<file path="src/rtl/trireg_keeper_bank.sv">
// trireg_keeper_bank
//   Multi-channel charge-storage keeper. Each channel captures its drive data
//   while drv_en is high, keeps that value after the driver releases, and
//   decays to DECAY_VALUE once a strength-dependent hold limit runs out.
//   Strength 11 keeps the value until a discharge or reset. A global
//   discharge clears every channel that is not being driven on that edge.
//
// Ports
//   clk          rising-edge clock
//   rst_n        asynchronous active-low reset
//   drv_en       per-channel drive enable (bit i -> channel i)
//   drv_data     per-channel drive data, channel i at [i*WIDTH +: WIDTH]
//   strength     per-channel strength, channel i at [i*2 +: 2]
//                (00 small, 01 medium, 10 large, 11 hold-forever)
//   discharge    global discharge request, sampled each edge
//   q            kept value per channel (registered)
//   valid        channel is DRIVEN or HOLD (registered)
//   decay_pulse  one-cycle pulse when a channel decays by timeout
//   valid_count  population count of valid (registered)
module trireg_keeper_bank #(
  parameter int NCH          = 4,
  parameter int WIDTH        = 16,
  parameter int DECAY_CYCLES = 50,
  parameter int DECAY_VALUE  = 0,
  parameter int CNT_W        = $clog2(DECAY_CYCLES + 1)
) (
  input  logic                       clk,
  input  logic                       rst_n,
  input  logic [NCH-1:0]             drv_en,
  input  logic [NCH*WIDTH-1:0]       drv_data,
  input  logic [NCH*2-1:0]           strength,
  input  logic                       discharge,
  output logic [NCH*WIDTH-1:0]       q,
  output logic [NCH-1:0]             valid,
  output logic [NCH-1:0]             decay_pulse,
  output logic [$clog2(NCH+1)-1:0]   valid_count
);

  localparam int VC_W = $clog2(NCH + 1);

  localparam int L_SMALL_I = ((DECAY_CYCLES >> 2) < 1) ? 1 : (DECAY_CYCLES >> 2);
  localparam int L_MED_I   = ((DECAY_CYCLES >> 1) < 1) ? 1 : (DECAY_CYCLES >> 1);

  localparam logic [CNT_W-1:0] L_SMALL = CNT_W'(L_SMALL_I);
  localparam logic [CNT_W-1:0] L_MED   = CNT_W'(L_MED_I);
  localparam logic [CNT_W-1:0] L_LARGE = CNT_W'(DECAY_CYCLES);
  localparam logic [CNT_W-1:0] CNT_MAX = {CNT_W{1'b1}};
  localparam logic [WIDTH-1:0] DV      = WIDTH'(DECAY_VALUE);

  typedef enum logic [1:0] {
    ST_DECAYED = 2'd0,
    ST_DRIVEN  = 2'd1,
    ST_HOLD    = 2'd2
  } state_t;

  state_t           state     [NCH];
  state_t           state_nxt [NCH];
  logic [CNT_W-1:0] cnt       [NCH];
  logic [CNT_W-1:0] cnt_nxt   [NCH];
  logic [1:0]       str       [NCH];
  logic [1:0]       str_nxt   [NCH];

  logic [NCH*WIDTH-1:0] q_nxt;
  logic [NCH-1:0]       valid_nxt;
  logic [NCH-1:0]       pulse_nxt;
  logic [VC_W-1:0]      vc_nxt;

  // Strength 11 never reaches this function's result; it is handled separately.
  function automatic logic [CNT_W-1:0] hold_limit(input logic [1:0] s);
    case (s)
      2'b00:   return L_SMALL;
      2'b01:   return L_MED;
      default: return L_LARGE;
    endcase
  endfunction

  always_comb begin
    q_nxt     = q;
    valid_nxt = valid;
    pulse_nxt = '0;
    for (int i = 0; i < NCH; i++) begin
      state_nxt[i] = state[i];
      cnt_nxt[i]   = cnt[i];
      str_nxt[i]   = str[i];
      if (drv_en[i]) begin
        // Drive wins over discharge and over an expiring timeout.
        q_nxt[i*WIDTH +: WIDTH] = drv_data[i*WIDTH +: WIDTH];
        state_nxt[i] = ST_DRIVEN;
        cnt_nxt[i]   = '0;
        str_nxt[i]   = strength[i*2 +: 2];
        valid_nxt[i] = 1'b1;
      end else if (discharge) begin
        q_nxt[i*WIDTH +: WIDTH] = DV;
        state_nxt[i] = ST_DECAYED;
        cnt_nxt[i]   = '0;
        valid_nxt[i] = 1'b0;
      end else begin
        case (state[i])
          ST_DRIVEN: begin
            state_nxt[i] = ST_HOLD;
            cnt_nxt[i]   = CNT_W'(1);
          end
          ST_HOLD: begin
            if (str[i] == 2'b11) begin
              // Saturate so the counter never wraps back into a decay.
              if (cnt[i] != CNT_MAX) cnt_nxt[i] = cnt[i] + CNT_W'(1);
            end else if (cnt[i] >= hold_limit(str[i])) begin
              q_nxt[i*WIDTH +: WIDTH] = DV;
              state_nxt[i] = ST_DECAYED;
              cnt_nxt[i]   = '0;
              valid_nxt[i] = 1'b0;
              pulse_nxt[i] = 1'b1;
            end else begin
              cnt_nxt[i] = cnt[i] + CNT_W'(1);
            end
          end
          default: begin
            state_nxt[i] = ST_DECAYED;
          end
        endcase
      end
    end
  end

  always_comb begin
    vc_nxt = '0;
    for (int i = 0; i < NCH; i++) begin
      vc_nxt = vc_nxt + VC_W'(valid_nxt[i]);
    end
  end

  // State and output registers
  always_ff @(posedge clk or negedge rst_n) begin
    if (!rst_n) begin
      for (int i = 0; i < NCH; i++) begin
        state[i] <= ST_DECAYED;
        cnt[i]   <= '0;
        str[i]   <= 2'b10;
      end
      q           <= {NCH{DV}};
      valid       <= '0;
      decay_pulse <= '0;
      valid_count <= '0;
    end else begin
      for (int i = 0; i < NCH; i++) begin
        state[i] <= state_nxt[i];
        cnt[i]   <= cnt_nxt[i];
        str[i]   <= str_nxt[i];
      end
      q           <= q_nxt;
      valid       <= valid_nxt;
      decay_pulse <= pulse_nxt;
      valid_count <= vc_nxt;
    end
  end

endmodule

</file>
<file path="config.mk">
export PLATFORM = sky130hd
export DESIGN_NAME = trireg_keeper_bank
export DESIGN_NICKNAME = d
export VERILOG_FILES = /design/src/rtl/trireg_keeper_bank.sv
export SDC_FILE = /design/constraint.sdc
export NUM_CORES = 1
export LEC_CHECK = 0
export CAP_MARGIN = 10
export CELL_PAD_IN_SITES_DETAIL_PLACEMENT = 1
export CELL_PAD_IN_SITES_GLOBAL_PLACEMENT = 2
export CORE_MARGIN = 4
export CORE_UTILIZATION = 31
export CTS_BUF_LIST = sky130_fd_sc_hd__clkbuf_8
export DETAILED_ROUTE_END_ITERATION = 12
export PLACE_DENSITY_LB_ADDON = 0.1
export SLEW_MARGIN = 10
export SYNTH_ARGS = -nofsm -noshare
export SYNTH_HDL_FRONTEND = slang
export SYNTH_SLANG_ARGS = --single-unit
</file>
<file path="constraint.sdc">
create_clock -name clk -period 3.14 [get_ports clk]
set_input_delay 0.628 -clock clk [delete_from_list [all_inputs] [get_ports clk]]
set_output_delay 0.628 -clock clk [all_outputs]
set_load 0.1 [all_outputs]
</file>
Word level (Yosys, flattened, before mapping)
Index checks and enable logic that the tools add are counted.
{"block": "classes", "order_cmp": 4, "addsub": 7, "n_eq_ne": 36, "mux": 124, "n_reduce_logical": 28}
{"cell": "two-way mux 16 bit", "n": 20}
{"cell": "two-way mux 6 bit", "n": 36}
{"cell": "one-hot mux 6 bit (2 select lines)", "n": 8}
{"cell": "two-way mux 1 bit", "n": 40}
{"cell": "two-way mux 2 bit", "n": 16}
{"cell": "!= test 4 bit, second input constant", "n": 8}
{"cell": "adder 6 x 1 -> 6 bit, second input constant", "n": 4}
{"cell": ">= comparator 6 bit", "n": 4}
{"cell": "!= test 6 bit, second input constant", "n": 4}
{"cell": "nonzero test 3 bit", "n": 8}
{"cell": "!= test 5 bit, second input constant", "n": 4}
{"cell": "== test 2 x 1 -> 1 bit, second input constant", "n": 8}
{"cell": "== test 2 bit, second input constant", "n": 8}
{"cell": "one-hot mux 2 bit (2 select lines)", "n": 4}
{"cell": "AND reduction 2 bit", "n": 8}
{"cell": "nonzero test 4 bit", "n": 4}
{"cell": "!= test 3 bit, second input constant", "n": 4}
{"cell": "AND reduction 3 bit", "n": 4}
{"cell": "logical NOT 2 bit", "n": 4}
{"cell": "adder 2 x 1 -> 3 bit", "n": 1}
{"cell": "adder 3 x 1 -> 3 bit", "n": 1}
{"cell": "adder 1 x 1 -> 2 bit", "n": 1}
{"block": "totals", "out_inout_bits": 75, "input_bits": 79, "elab_cells": 218, "register_bits": 115}

Longest topological paths before layout
{"block": "depth", "ltp_word": 15, "ltp_mapped": 11, "depth_no_buf": 11}

Worst setup path before layout
Ideal clock, no wire load.
{"block": "synth_path", "path_type": "register to register", "from": "register str[1] in the netlist's numbering", "to": "register valid_count[1]", "setup_time_ns": 0.126, "required_ns": 3.014, "arrival_time_ns": 2.622, "synth_period_minus_slack_ns": 2.747, "path_stages_with_launch": 11, "path_slack_ns": 0.393, "cell_sequence": "dfstp_2 -> or2_2 -> inv_1 -> ha_1 -> o21ai_0 -> nor2_1 -> o311ai_1 -> a31o_2 -> fa_1 -> ha_1 -> ha_1"}
{"block": "synth_via", "elab_chain_cells": 13, "elab_cells_between_ends": 15}
{"element": "from (decl)", "line": "60", "rtl": "logic [1:0] str [NCH];"}
{"element": "from (signal, indexed assignment)", "line": "148", "rtl": "str[i] <= str_nxt[i];"}
{"element": "== test 2 x 1 -> 1 bit or logical NOT 2 bit (tied branches)", "line": "70", "rtl": "case (s)"}
{"element": "one-hot mux 6 bit (2 select lines)", "line": "70"}
{"element": "two-way mux 6 bit", "line": "104", "rtl": "if (str[i] == 2'b11) begin"}
{"element": "two-way mux 6 bit", "line": "98", "rtl": "case (state[i])"}
{"element": "two-way mux 6 bit", "line": "92", "rtl": "end else if (discharge) begin"}
{"element": "two-way mux 6 bit", "line": "85", "rtl": "if (drv_en[i]) begin"}
{"element": ">= comparator 6 bit", "line": "107", "rtl": "end else if (cnt[i] >= hold_limit(str[i])) begin"}
{"element": "two-way mux 1 bit", "line": "107"}
{"element": "two-way mux 1 bit (*)", "line": "104"}
{"element": "two-way mux 1 bit (*)", "line": "98"}
{"element": "two-way mux 1 bit (*)", "line": "92"}
{"element": "two-way mux 1 bit (*)", "line": "85"}
{"element": "named net valid_nxt[3]", "line": "64", "rtl": "logic [NCH-1:0] valid_nxt;"}
{"element": "adder 3 x 1 -> 3 bit (*)", "line": "128", "rtl": "vc_nxt = vc_nxt + VC_W'(valid_nxt[i]);"}
{"element": "named net vc_nxt[1]", "line": "66", "rtl": "logic [VC_W-1:0] vc_nxt;"}
{"element": "to (signal assigned)", "line": "153", "rtl": "valid_count <= vc_nxt;"}
{"element": "to (decl)", "line": "36", "rtl": "output logic [$clog2(NCH+1)-1:0] valid_count"}
The timed path passes the listed nets; every way through them passes the cells marked *. The select of a mux whose other input is x is not followed.
A chain may end at the register's enable or synchronous reset.

Worst setup path in the final report
{"block": "layout_path", "from": "register str[7] in the netlist's numbering", "to": "register valid_count[1]"}
{"block": "layout_via", "elab_chain_cells": 15, "elab_cells_between_ends": 17}
{"element": "== test 2 x 1 -> 1 bit or logical NOT 2 bit (tied branches)", "line": "70"}
{"element": "one-hot mux 6 bit (2 select lines)", "line": "70"}
{"element": "two-way mux 6 bit", "line": "104"}
{"element": "two-way mux 6 bit", "line": "98"}
{"element": "two-way mux 6 bit", "line": "92"}
{"element": "two-way mux 6 bit", "line": "85"}
{"element": ">= comparator 6 bit", "line": "107"}
{"element": "two-way mux 1 bit", "line": "107"}
{"element": "two-way mux 1 bit (*)", "line": "104"}
{"element": "two-way mux 1 bit (*)", "line": "98"}
{"element": "two-way mux 1 bit (*)", "line": "92"}
{"element": "two-way mux 1 bit (*)", "line": "85"}
{"element": "named net valid_nxt[0]", "line": "64"}
{"element": "adder 1 x 1 -> 2 bit (*)", "line": "128"}
{"element": "adder 2 x 1 -> 3 bit (*)", "line": "128"}
{"element": "adder 3 x 1 -> 3 bit (*)", "line": "128"}
{"element": "named net vc_nxt[1]", "line": "66"}
Marks and branches as above.

==> run summary <==
## Global routing
* 0.159 — GR Util All Layers
* 0 — grt ovf
* 25.2 mm — first-pass GRT wire length
* 1 — initial antenna violation count
* 4949 — via count of the first global-routing pass
* 59 — maximum number of pins on one net before global-route repair

## Synthesis
* 115 — register bit total from synthesis
* 0.534 — sequential element share of the synthesized area
* 54 — number of distinct standard cells referenced by the synthesized netlist
* 483 — Post-Syn Instances
* dfrtp_1 — main flop type after synthesis
* 0 — number of warning messages in the yosys log
* 601 — net count after synthesis
* 5400 um^2 — synthesized cell area
* 0 — EDFF count, synth
* 1.00 — share of flip-flops with an asynchronous set or reset
* 11.2 um^2 — average instance area after synthesis

## Setup path
* 9 — depth of the critical timing path with buffers and inverters included
* dfstp_2 — cell with the biggest individual delay on the critical path
* 0 — number of buffer and inverter instances along the worst setup path
* 9 — count of cells along the worst register-to-register path
* 3.45 ns — required time at the endpoint of the critical path
* nor2_1 > ha_1 > nand4_1 > o21ai_1 > nand3_1 > a31o_2 > fa_1 > ha_1 > ha_1 — cells along the critical path
* ha_1 — cell with the most instances on the worst path
* 0.57 ns — slowest stage delay, CP
* register — type of element launching the critical path
* 3.26 ns — Arr. time, crit path
* register — Setup crit end kind
* reg2reg — type of the worst setup path
* adder cells — cell type group with the largest total delay on the critical path
* 5 — Critical Path Fanout Max

## STA
* 0 — count of final hold-check violations
* 0 ns — Fin Setup TNS
* 0.0130 ns — Layout Skew
* 0 — final slew viol count
* false — unrepaired setup endpoints after global routing
* 338 MHz — maximum frequency from static timing analysis
* 0 — final setup violation count
* 0.942 — share of the cycle needed by the critical path after routing
* 0.856 ns — pin slew with the least headroom to its limit
* 2.96 ns — time the final worst path needs with I/O delays and setup
* 0.429 — max-slew headroom at the worst pin

## Place
* 153 — count of input and output buffers
* 0.825 — GPL Wtd Cong
* 11.6 mm — dpl hpwl
* 849 — # placed instances

## Finish
* 36.2% — P&R area growth vs syn
* 881 — number of standard cells in the final layout excluding fillers
* 0.215 — layout cell share with drive strength beyond 1
* 761 — number of nets in the layout
* 0 — antenna cells
* 0.428 — final core utilization
* 1910 — number of fill cells

## Clock network
* 0 — count of hold-fix buffers inserted at cts
* 115 — total number of clock tree sinks
* 0.43 ns — clock insertion delay at the later pin of the skew report
* 4 — # H-tree levels
* 0 — post-CTS repair timing setup buffer count
* 2 — maximum clock insertion buffer count
* 0.07 ns — Worst-path clk slew
* clkbuf_8 — cell at the root of the clock tree
* 0 — post-cts sizing count
* 17 — number of buffers inserted during clock tree synthesis
* done — CTS tree

## Floorplanning
* 140 um — Chip Width
* 154 — count of boundary I/O pins
* 48 — placement row count
* 19600 um^2 — DIE AREA
* 140 um — floorplan die height
* 17200 um^2 — Core ar.
* 0.315 — Initial Utilization

## Detailed routing
* 4448 — DR vias
* 133 — initial drt markers
* 17.3 um — wire length per cell
* 5 — Detailed Routing Iterations Pass 1
* 0 — Post-route DRC
* 15.3 mm — Total Wirelength
* 0 — Antenna Violating Nets Remaining
* 5.05 — vias per cell

## Outcome
* finished clean — status

## Power
* 0.000241 V — peak supply drop
* 0.00341 uW — static leakage
* 528 nW/um^2 — PD cells

## Run
* 0 — max-capacitance violation count

## Worst hold path
* in2async — path category of the worst min-delay check

metal layers:
layer  track usage  share of wire
met2         0.266           0.49
met4        0.0444          0.013
met5             0        0.00085
met1         0.197           0.44
met3        0.0522          0.049
final cells by class:
class | count | area (um^2) | area share
multi-input combinational | 316 | 2310 | 0.314
sequential | 115 | 2880 | 0.392
inverter | 28 | 105 | 0.0143
tap | 225 | 282 | 0.0383
clock buffer | 19 | 262 | 0.0355
timing repair buffer | 165 | 1440 | 0.196
clock inverter | 13 | 72.6 | 0.00986
registers in the layout, summed over array words and instances, names as in the netlist:
| name | cells |
|---|---|
| decay_pulse | 4 |
| state | 8 |
| str | 8 |
| valid | 4 |
| q | 64 |
| valid_count | 3 |
| cnt | 24 |
cells in the final DEF (no fill, tap or decap), drive strengths merged, types with 4 or more instances in the layout:
cell type      netlist  final
nor2b                6      6
a211oi               5      5
mux2                 4      4
nor2                23     23
clkbuf              16     19
dfstp                4      4
and3                 5      5
o31ai                4      4
nand2b              10     10
o22ai                5      5
a31o                 5      5
a22o                66     66
nand3               17     17
dfrtp              111    111
clkdlybuf4s50        0     77
nor3                 5      5
inv                 28     31
o21ai               22     22
ha                  38     38
a31oi                4      4
clkinv               0      7
nand4                6      6
a21oi               22     22
buf                  8     88
nand2               32     32
metrics by stage:
step           setup slack [ns]  instance area (um^2)  hold WS [ns]  power [uW]
3_3_place_gp              0.255                  7010         0.481        2720
5_1_grt                 0.00845                  7360         0.135        4100
3_5_place_dp             0.0869                  7010         0.481        2740
6_report                  0.183                  7360         0.135        3880
2_1_floorplan             0.393                  5400         0.332        2390
4_1_cts                  0.0870                  7350         0.120        3950
logic make-up (layout without fill, tap and decap cells):
kind of cell | count (synthesis) | count (layout) | synth area share
flops | 115 | 115 | 0.534
fa+ha+maj | 39 | 39 | 0.0917
mux | 5 | 5 | 0.0102
buf+inv | 52 | 225 | 0.0410
simple gates | 119 | 119 | 0.110
compound gates | 153 | 153 | 0.214
synth_stat cells, types with 5 or more instances:
library cell / instances / area [um^2]
dfrtp_1: 111 / 2780
a22o_1: 66 / 578
ha_1: 38 / 475
nand2_1: 32 / 120
inv_1: 28 / 105
a21oi_1: 22 / 110
nor2_1: 22 / 82.6
o21ai_0: 20 / 100
nand3_1: 17 / 85.1
clkbuf_1: 15 / 56.3
nand2b_1: 10 / 62.6
nand4_1: 6 / 37.5
nor2b_1: 6 / 37.5
a211oi_1: 5 / 37.5
a31o_2: 5 / 43.8
and3_1: 5 / 31.3
buf_2: 5 / 25.0
nor3_1: 5 / 25.0
o22ai_1: 5 / 31.3
final timing paths:
check	slack, ns	end	start
setup reg to reg	0.18	valid_count[1]$_DFF_PN0_	str[7]$_DFFE_PN1P_
hold / removal	0.14	str[4]$_DFFE_PN0P_	rst_n
max in group asynchronous	2.24	str[7]$_DFFE_PN1P_	rst_n
hold reg to reg	0.50	q[54]$_DFFE_PN0P_	q[54]$_DFFE_PN0P_
min in group clk	0.50	q[54]$_DFFE_PN0P_	q[54]$_DFFE_PN0P_
setup / recovery	0.18	valid_count[1]$_DFF_PN0_	str[7]$_DFFE_PN1P_
where the power goes:
part / switching, uW / leakage [uW] / internal, uW
Clock: 613 / 0.000181 / 570
Combinational: 768 / 0.00177 / 298
Sequential: 59.5 / 0.00146 / 1570
Total: 1440 / 0.00341 / 2440
worst reg2reg max path, cell delays in order (launching register included):
cell and delay (ns):
dfstp_2 0.57, nor2_1 0.08, ha_1 0.30, nand4_1 0.13
o21ai_1 0.32, nand3_1 0.19, a31o_2 0.31, fa_1 0.48
ha_1 0.21, ha_1 0.27
No activity file was read; power rests on OpenSTA's default activity.
